==> src/rtl/pattern_pipe_chain.sv <==
// pattern_pipe_chain
//   DEPTH registered pattern stages, WIDTH bits each, joined by a valid/ready
//   handshake so that backpressure stalls the chain without losing data.
//   Every stage applies the pattern function f(x): with j = (i+1) mod WIDTH,
//   even bit i is NOR(x[i], x[j]) and odd bit i is NAND(x[i], x[j]).
//   A wrap-around counter of output handshakes is always built. An output
//   signature register is built only when PATTERN_PIPE_MISR_EN is defined.
//
// Parameters
//   WIDTH  data width per stage (2..64)
//   DEPTH  number of pattern stages (1..16)
//   CNT_W  width of the transfer counter
//
// Ports
//   blif_clk_net    in   clock
//   blif_reset_net  in   asynchronous active-low reset
//   in_valid        in   upstream data valid
//   in_ready        out  stage 0 can accept (combinational from out_ready)
//   in_data         in   upstream pattern vector
//   out_valid       out  last stage holds valid data
//   out_ready       in   downstream accepts data
//   out_data        out  last-stage register
//   xfer_cnt        out  count of output handshakes, wraps to 0
//   sig_clr         in   synchronous signature clear (ignored without MISR)
//   sig_out         out  output signature (0 without MISR)

module pattern_pipe_chain #(
    parameter int unsigned WIDTH = 8,
    parameter int unsigned DEPTH = 2,
    parameter int unsigned CNT_W = 16
) (
    input  logic             blif_clk_net,
    input  logic             blif_reset_net,
    input  logic             in_valid,
    output logic             in_ready,
    input  logic [WIDTH-1:0] in_data,
    output logic             out_valid,
    input  logic             out_ready,
    output logic [WIDTH-1:0] out_data,
    output logic [CNT_W-1:0] xfer_cnt,
    input  logic             sig_clr,
    output logic [WIDTH-1:0] sig_out
);

    logic [DEPTH-1:0][WIDTH-1:0] r_s;
    logic [DEPTH-1:0]            r_v;
    logic [DEPTH-1:0]            w_take;
    logic                        w_out_hs;
    logic [CNT_W-1:0]            r_xfer_cnt;

    function automatic logic [WIDTH-1:0] pat_f(input logic [WIDTH-1:0] x);
        logic [WIDTH-1:0] y;
        y = '0;
        for (int unsigned i = 0; i < WIDTH; i++) begin
            if (i[0] == 1'b0)
                y[i] = ~(x[i] | x[(i + 1) % WIDTH]);
            else
                y[i] = ~(x[i] & x[(i + 1) % WIDTH]);
        end
        return y;
    endfunction

    // A stage may load when it is empty or when the stage after it may load;
    // the last stage frees on out_ready. Walked from the output backwards so a
    // full chain frees entirely in the cycle out_ready rises.
    always_comb begin
        logic l_take;
        w_take          = '0;
        l_take          = ~r_v[DEPTH-1] | out_ready;
        w_take[DEPTH-1] = l_take;
        for (int unsigned n = 1; n < DEPTH; n++) begin
            l_take              = ~r_v[DEPTH-1-n] | l_take;
            w_take[DEPTH-1-n]   = l_take;
        end
    end

    always_ff @(posedge blif_clk_net or negedge blif_reset_net) begin
        if (!blif_reset_net) begin
            r_v <= '0;
            r_s <= '0;
        end else begin
            if (w_take[0]) begin
                r_v[0] <= in_valid;
                if (in_valid)
                    r_s[0] <= pat_f(in_data);
            end
            for (int unsigned k = 1; k < DEPTH; k++) begin
                if (w_take[k]) begin
                    r_v[k] <= r_v[k-1];
                    if (r_v[k-1])
                        r_s[k] <= pat_f(r_s[k-1]);
                end
            end
        end
    end

    assign w_out_hs  = r_v[DEPTH-1] & out_ready;
    assign in_ready  = w_take[0];
    assign out_valid = r_v[DEPTH-1];
    assign out_data  = r_s[DEPTH-1];

    always_ff @(posedge blif_clk_net or negedge blif_reset_net) begin
        if (!blif_reset_net)
            r_xfer_cnt <= '0;
        else if (w_out_hs)
            r_xfer_cnt <= r_xfer_cnt + CNT_W'(1);
    end

    assign xfer_cnt = r_xfer_cnt;

`ifdef PATTERN_PIPE_MISR_EN
    logic [WIDTH-1:0] r_sig;

    // Clear wins over a same-cycle handshake update.
    always_ff @(posedge blif_clk_net or negedge blif_reset_net) begin
        if (!blif_reset_net)
            r_sig <= '0;
        else if (sig_clr)
            r_sig <= '0;
        else if (w_out_hs)
            r_sig <= {r_sig[WIDTH-2:0], r_sig[WIDTH-1]} ^ r_s[DEPTH-1];
    end

    assign sig_out = r_sig;
`else
    logic w_unused_sig_clr;
    assign w_unused_sig_clr = sig_clr;
    assign sig_out          = '0;
`endif

endmodule
==> config.mk <==
export PLATFORM = sky130hd
export DESIGN_NAME = pattern_pipe_chain
export DESIGN_NICKNAME = d
export VERILOG_FILES = /design/src/rtl/pattern_pipe_chain.sv
export SDC_FILE = /design/constraint.sdc
export NUM_CORES = 1
export LEC_CHECK = 0
export CAP_MARGIN = 10
export CORE_MARGIN = 5
export CORE_UTILIZATION = 49
export DETAILED_ROUTE_END_ITERATION = 16
export PLACE_DENSITY = 0.86
export SYNTH_ARGS = -nofsm -noshare
export SYNTH_HDL_FRONTEND = slang
export SYNTH_SLANG_ARGS = --single-unit
==> constraint.sdc <==
create_clock -name blif_clk_net -period 2.8 [get_ports blif_clk_net]
set_clock_uncertainty 0.15 [all_clocks]
set_input_delay 0.84 -clock blif_clk_net [delete_from_list [all_inputs] [get_ports blif_clk_net]]
set_output_delay 0.84 -clock blif_clk_net [all_outputs]
set_load 0.005 [all_outputs]
# --- Word level (Yosys, flattened, before mapping) ---
# Cells that the tools add are included.
word_totals:
  ff_bits: 34
  latch_bits: 0
  mem_bits_rw: 0
  rom_bits: 0
  inputBits: 13
  out_inout_bits: 34
  word_cells: 45
  memories: 0
classes:
  n_addsub: 1
  multipliers: 0
  n_div: 0
  order_cmp: 0
  eq_ne: 0
  n_shift: 0
  n_mux: 0
  n_bitwise: 37
  n_reduce_logical: 2
op_table:
  columns: ["operator", "n"]
  rows:
  - ["inverter 1 bit", 18]
  - ["adder 16 x 1 -> 16 bit (second input constant)", 1]
  - ["OR 1 bit", 10]
  - ["AND 1 bit", 9]
  - ["AND reduction 2 bit", 2]

# --- Longest topological paths before layout ---
logic_depth:
  depth_word: 4
  mapped_depth: 5
  mapped_depth_nobuf: 5

# --- Worst setup path before layout ---
# OpenSTA, ideal clock, no wires.
synth_timing:
  kind: "in2out"
  start: "in out_ready"
  end: "out in_ready"
  arrival_time_ns: 1.030
  required_time_ns: 1.810
  slack_ns: 0.780
  stages: 1
  path_buffers: 0
  cell_sequence: "nand3b_1"
synth_via:
  elab_chain_len: 2
synth_rtl:
  columns: ["item", "line", "rtl"]
  rows:
  - ["start, declared", "38", "input logic out_ready,"]
  - ["OR 1 bit", "69", "l_take = ~r_v[DEPTH-1] | out_ready;"]
  - ["OR 1 bit", "72", "l_take = ~r_v[DEPTH-1-n] | l_take;"]
  - ["end, declared", "35", "output logic in_ready,"]
# Every way passes these cells.

# --- Final worst setup path ---
# Ends and elaborated chain as after synthesis.

==> flow_summary.json <==
{
  "dieArea_um2": 4280,
  "routed_wl_mm": 3.00,
  "p_per_area_nw_per_um2": 662,
  "grt_pass1_wl_mm": 5.29,
  "io_pins": 47,
  "hp-class": "reg2reg",
  "syn_area_per_cell_um2": 11.1,
  "status": "finished, final reports clean",
  "synth_async_sr_flop_share_pct": 100,
  "gp_congestion": 0.767,
  "grt_max_degree": 35,
  "critPathArrivalTime_ps": 1700,
  "grt_pass1_vias": 1156,
  "hold_violations": 0,
  "start_util_pct": 50.1,
  "synth_edf_count": 0,
  "dp.cells": 198,
  "rsz0062_at_grt": "false",
  "cts_buffer_depth": 2,
  "yosysSeqAreaShare_pct": 56.6,
  "synth.top_cell.area_share_pct": 56.6,
  "fin_ws_ps": 106,
  "cts_num_sinks": 34,
  "nNetsFinal": 186,
  "drive_gt1_share_pct": 11.0,
  "vias": 1079,
  "cts_tree": "yes",
  "drc": 0,
  "synth_top_cell_by_area": "dfrtp_1",
  "antenna_cells": 0,
  "grt_usage_pct": 16.1,
  "synthAdderAreaFrac_pct": 0.832,
  "synth.area.mux_share_pct": 0.749,
  "crit_required_ps": 1810,
  "drv_slew": 0,
  "wl_per_cell_um": 14.6,
  "die_w_um": 65.4,
  "critPathLaunchType": "primary input",
  "setup_viol": 0,
  "yosysMostFrequentCell": "dfrtp_1",
  "dp_hpwl_mm": 2.33,
  "synth_common_cells": "34 x dfrtp_1, 16 x buf_4, 14 x nand2_1, 12 x nor2_1",
  "synth-simple-area-share_pct": 16.8,
  "num_rows": 20,
  "synth_xor_area_share_pct": 8.74,
  "ys_seq_elements": 34,
  "synth_top_family_by_area": "simple AND/OR/NAND/NOR gates",
  "vias_per_cell": 5.24,
  "maxCapViolCount": 0,
  "fin_crit_sh_pct": 96.2,
  "syn_to_final_growth_pct": 27.3,
  "synth_compound_area_share_pct": 7.32,
  "ant_nets": 0,
  "htree_levels": 2,
  "cts_root_buffer": "clkbuf_4",
  "die_h_um": 65.4,
  "overflow": 0,
  "port_buffers": 37,
  "ys_types": 28,
  "dpl_worst_slack_ps": -134,
  "cp_max_fo": 2,
  "critPathKind": "in2out",
  "ir_drop_mv": 0.385,
  "fmax_ghz": 0.371,
  "drtIter0Drc": 41,
  "p_leak_nw": 0.853,
  "clk_latency_ps": 330,
  "ys.flop_type": "dfrtp_1",
  "period_minus_slack_ps": 2690,
  "postSynthCellCount": 136,
  "antenna_found_initial": 0,
  "core_um2": 3000,
  "netlist_area_um2": 1500,
  "yosysWarnings": 0,
  "cts.reportedPaths.clkPinSlew_ps": 100,
  "synthTopCellsByArea": "dfrtp_1 57%, buf_4 8.0%, xor2_1 4.7%",
  "first_pass_iters": 6,
  "setup.worst_path.end_class": "output port",
  "stdcell_count": 206,
  "numCtsBuffers": 5
}
## state kept, by name, indices dropped and copies added (netlist names)
signal	flops
out_data	8
r_s	8
r_v	2
xfer_cnt	16
## cell type report
class	count	area, µm²
Clock buffer	8	78.8
Fill cell	246	1090
Inverter	1	3.75
Multi-Input combinational cell	90	548
Sequential cell	34	851
Tap cell	33	41.3
Timing Repair Buffer	40	392
## power breakdown
group | internal, mW | switching (mW)
logic | 0.181 | 0.110
clock network | 0.172 | 0.156
registers | 0.567 | 0.0823
## critical path, cell delays in order
cell and delay, ps:
clkdlybuf4s50_1 410, nand3b_1 170, dlygate4sd2_1 280
## path summary, 6_finish.rpt
kind,start,end,slack [ps],depth (start not counted)
min reg2reg,r_s[4]$_DFFE_PN0P_,out_data[3]$_DFFE_PN0P_,330,1
max reg2reg,xfer_cnt[0]$_DFFE_PN0P_,xfer_cnt[10]$_DFFE_PN0P_,1130,5
max,out_ready,in_ready,110,3
min in group asynchronous,blif_reset_net,out_data[2]$_DFFE_PN0P_,750,2
min,r_s[4]$_DFFE_PN0P_,out_data[3]$_DFFE_PN0P_,330,1
max in group asynchronous,blif_reset_net,r_s[6]$_DFFE_PN0P_,1440,2
## cells in the final DEF (no fill, tap or decap), types with 2 or more instances in the layout
master and count:
buf_4 3, nand4_1 3, clkdlybuf4s50_1 36, o31ai_1 8, clkbuf_4 5, nand3_1 4
nor2_2 2, xor2_1 8, a31oi_1 8, clkbuf_8 3, nand2_1 14, xnor2_1 7
nand2b_1 3, conb_1 8, nor2_1 12, dfrtp_1 34
## cell families (layout without fill, tap and decap cells)
logic type / after synthesis / in the layout
simple gates: 49 / 49
flops: 34 / 34
buf+inv: 19 / 49
compound gates: 16 / 16
xor+xnor: 15 / 15
fa+ha+maj: 1 / 1
other cells: 1 / 8
mux: 1 / 1
## through the flow
step / cell area [µm²] / power (mW) / utilization, % / setup TNS [ps] / hold WS (ps)
2_1_floorplan: 1530 / 0.795 / - / 0 / 299
3_3_place_gp: 1840 / 0.941 / 61.2 / -133 / 311
3_5_place_dp: 1840 / 0.957 / 61.2 / -134 / 324
4_1_cts: 1910 / 1.28 / 63.7 / 0 / 335
5_1_grt: 1910 / 1.34 / 63.7 / 0 / 348
6_report: 1910 / 1.27 / 63.7 / 0 / 333
## routing by layer
metal	wire, µm	global-route usage, %	up-vias
met4	68	9.33	0
met3	155	3.42	7
met2	1520	26.5	44
met1	1260	19.4	514
met5	0	0	-
li1	-	-	514
## repair_timing
item,4_1_cts,5_1_grt
setup endpoints to repair,1,0
hold buffers,0,0
buffers inserted,0,0
gates resized for setup,1,0
No activity file was read; power rests on OpenSTA's default activity.
==> patch, RTL diff (config.mk and constraints unchanged) <==
Register the output `xfer_cnt` once more, cleared by the reset; this adds one clock of latency there. The other outputs are not delayed to match.
--- a/src/rtl/pattern_pipe_chain.sv
+++ b/src/rtl/pattern_pipe_chain.sv
@@ -106,7 +106,13 @@
             r_xfer_cnt <= r_xfer_cnt + CNT_W'(1);
     end
 
-    assign xfer_cnt = r_xfer_cnt;
+    always_ff @(posedge blif_clk_net or negedge blif_reset_net) begin
+        if (!blif_reset_net) begin
+            xfer_cnt <= '0;
+        end else begin
+            xfer_cnt <= r_xfer_cnt;
+        end
+    end
 
 `ifdef PATTERN_PIPE_MISR_EN
     logic [WIDTH-1:0] r_sig;
Formal check against the unedited RTL: not equivalent (Yosys sat finds a counterexample within 4 cycles, from zero or initial values and one cycle with blif_reset_net low).
==> patch against the original RTL <==
- design area up 24%
- wire length grew 12%
- non-clock buffer count is the same
- register-to-register slack improved by 0.11 ns
- sequential cell count grew 16
- worst setup slack worse by 0.0033 ns
- hold slack lost 0.072 ns
- synthesized area increased by 27%
- sequential power grew 44%
- power is 38% higher
- critical endpoint unchanged
- largest cell class unchanged
- largest power group unchanged
- highest routed layer unchanged
==> patch: results (changes against the original RTL) <==
Mux cell area share after synthesis -> 0.589% (-0.16 points)
Gr usage total -> 14.1% (-2.0 points)
Multi-input logic area -> 552 um2 (+0.68%)
HPWL after detailed placement -> 2470 um (+6.0%)
Vias in the first global route -> 1175 (+1.6%)
Initial antenna violation count -> 0 (unchanged)
Clk cell area share -> 4.76% (+0.64 points)
DP Area -> 0.00225 mm2 (+23%)
Worst Hold Class -> flop to flop
Placer Congestion -> 0.835 (+8.9%)
Top Registers -> r_xfer_cnt x16, xfer_cnt x16
Largest net degree at the start of global routing -> 51 (+46%)
Post-layout util -> 63.7% (-0.080 points)
NumNets Final -> 201 (+8.1%)
Port bufs -> 37 (unchanged)
Post-Synth Adder-Cell Area -> 0.655% (-0.18 points)
FF+latch area -> 0.00125 mm2 (+47%)
Post-route cell area -> 0.00237 mm2 (+24%)
Clk sink count -> 50 (+47%)
Clock-pin slew on the worst setup and hold paths -> 0.08 ns (-0.02 ns)
Multi-input comb cells -> 89 (-1.1%)
Max IR drop VDD -> 0.000489 V (+27%)
Dominant synthesized flop cell -> dfrtp_1
Final WL -> 3370 um (+12%)
Ys async rst share -> 100% (unchanged)
Post-synthesis xor/xnor area fraction -> 6.88% (-1.9 points)
Inst Count DP -> 228 (+15%)
Non-Filler Instances -> 235 (+14%)
Distinct cells, synth -> 23 (-18%)
Fill cell total of the finished layout -> 270 (+9.8%)
Synth top area cells -> dfrtp_1 65%, buf_4 6.3%, xnor2_1 5.5%
Post-synth top cells -> 50 x dfrtp_1, 16 x buf_4, 16 x nand2_1
Signal buffers -> 40 (unchanged)
Leak pwr -> 1.05 nW (+24%)
Sequential element share of the synthesized area -> 65.5% (+8.9 points)
Int Pwr -> 0.00131 W (+42%)
Synth Warn # -> 0 (unchanged)
Crit-path max cell delay -> 0.42 ns
DRT Pass-1 Iters -> 4 (-2)
Pre-CTS setup slack -> -0.138 ns (-0.00345 ns)
Inserted Diodes -> 0 (unchanged)
DR iter-0 viols -> 106 (+160%)
Worst r2r path cells -> 5 (unchanged)
Via-to-Cell Ratio -> 4.89 (-6.6%)
Clk_lat worst skew -> 0.30 ns (-0.03 ns)
Buffer depth of the longest clock path -> 2 (unchanged)
Global-route wire length before repair -> 5660 um (+7.1%)
Synth Instances -> 151 (+11%)
Max Fclk -> 371 MHz (-0.12%)
H-tree levels -> 2 (unchanged)
Layout cells sized above 1 -> 8.56% (-2.4 points)
Root Buffer -> clkbuf_8
Total CTS buffers -> 5 (unchanged)
Signal buf overhead -> 16.3% (-4.1 points)
# clk buffers -> 6 (-2)
Synth Area in Compound Gates -> 5.76% (-1.6 points)
CP arrival -> 1.71 ns
Status -> finished, final reports clean
Hold path depth -> 0 (-1)
[patch: changes by cell type in the layout (fill, tap and decap cells not counted), sizes merged, moves of 2 or more]
cell and change:
xor2 -5, clkbuf -2, xnor2 +5, dfrtp +16, nand2 +3, nor2 -4
and2 +2
[patch: final timing paths]
check                                from  slack [ns]              to
min in group asynchronous  blif_reset_net        0.47     out_data[0]
max in group asynchronous  blif_reset_net        1.63   r_xfer_cnt[4]
max reg2reg                 r_xfer_cnt[0]        1.24  r_xfer_cnt[14]
max                             out_ready        0.10        in_ready
min                        r_xfer_cnt[15]        0.26    xfer_cnt[15]
min reg2reg                r_xfer_cnt[15]        0.26    xfer_cnt[15]
[patch: worst max-delay path: cells and delay by family]
family	cells	cell delay [ns]
buffers and inverters	2	0.70
and+or+nand+nor	1	0.17
[patch: per-layer routing]
layer,vias to the layer above,wire [um],global-route usage [%]
met5,-,0,0
met2,32,1630,21.7
met3,10,200,4.43
li1,560,-,-
met1,548,1450,18.7
met4,0,89,5.53
[patch: power groups by stage]
| stage | logic, W | registers, W | clock network, W |
|---|---|---|---|
| after global placement | 0.000303 | 0.000939 | 0 |
| after detailed placement | 0.000318 | 0.000951 | 0 |
| after global routing | 0.000349 | 0.000956 | 0.000542 |
| final | 0.000313 | 0.000936 | 0.000502 |
| after CTS | 0.000320 | 0.000937 | 0.000510 |
| after floorplan | 0.000162 | 0.000928 | 0 |
[patch: kinds of logic after synthesis]
group | after synthesis
adder cells (fa/ha/maj) | 1
XOR/XNOR | 15
flip-flops | 50
AO/OA/AOI/OAI | 16
multiplexers | 1
buffers and inverters | 19
AND/OR/NAND/NOR | 48
other | 1
[patch: what timing repair did]
item | CTS | global route
endpoints found under the setup margin | 1 | 0
buffers inserted | 0 | 0
resized for setup | 1 | 0
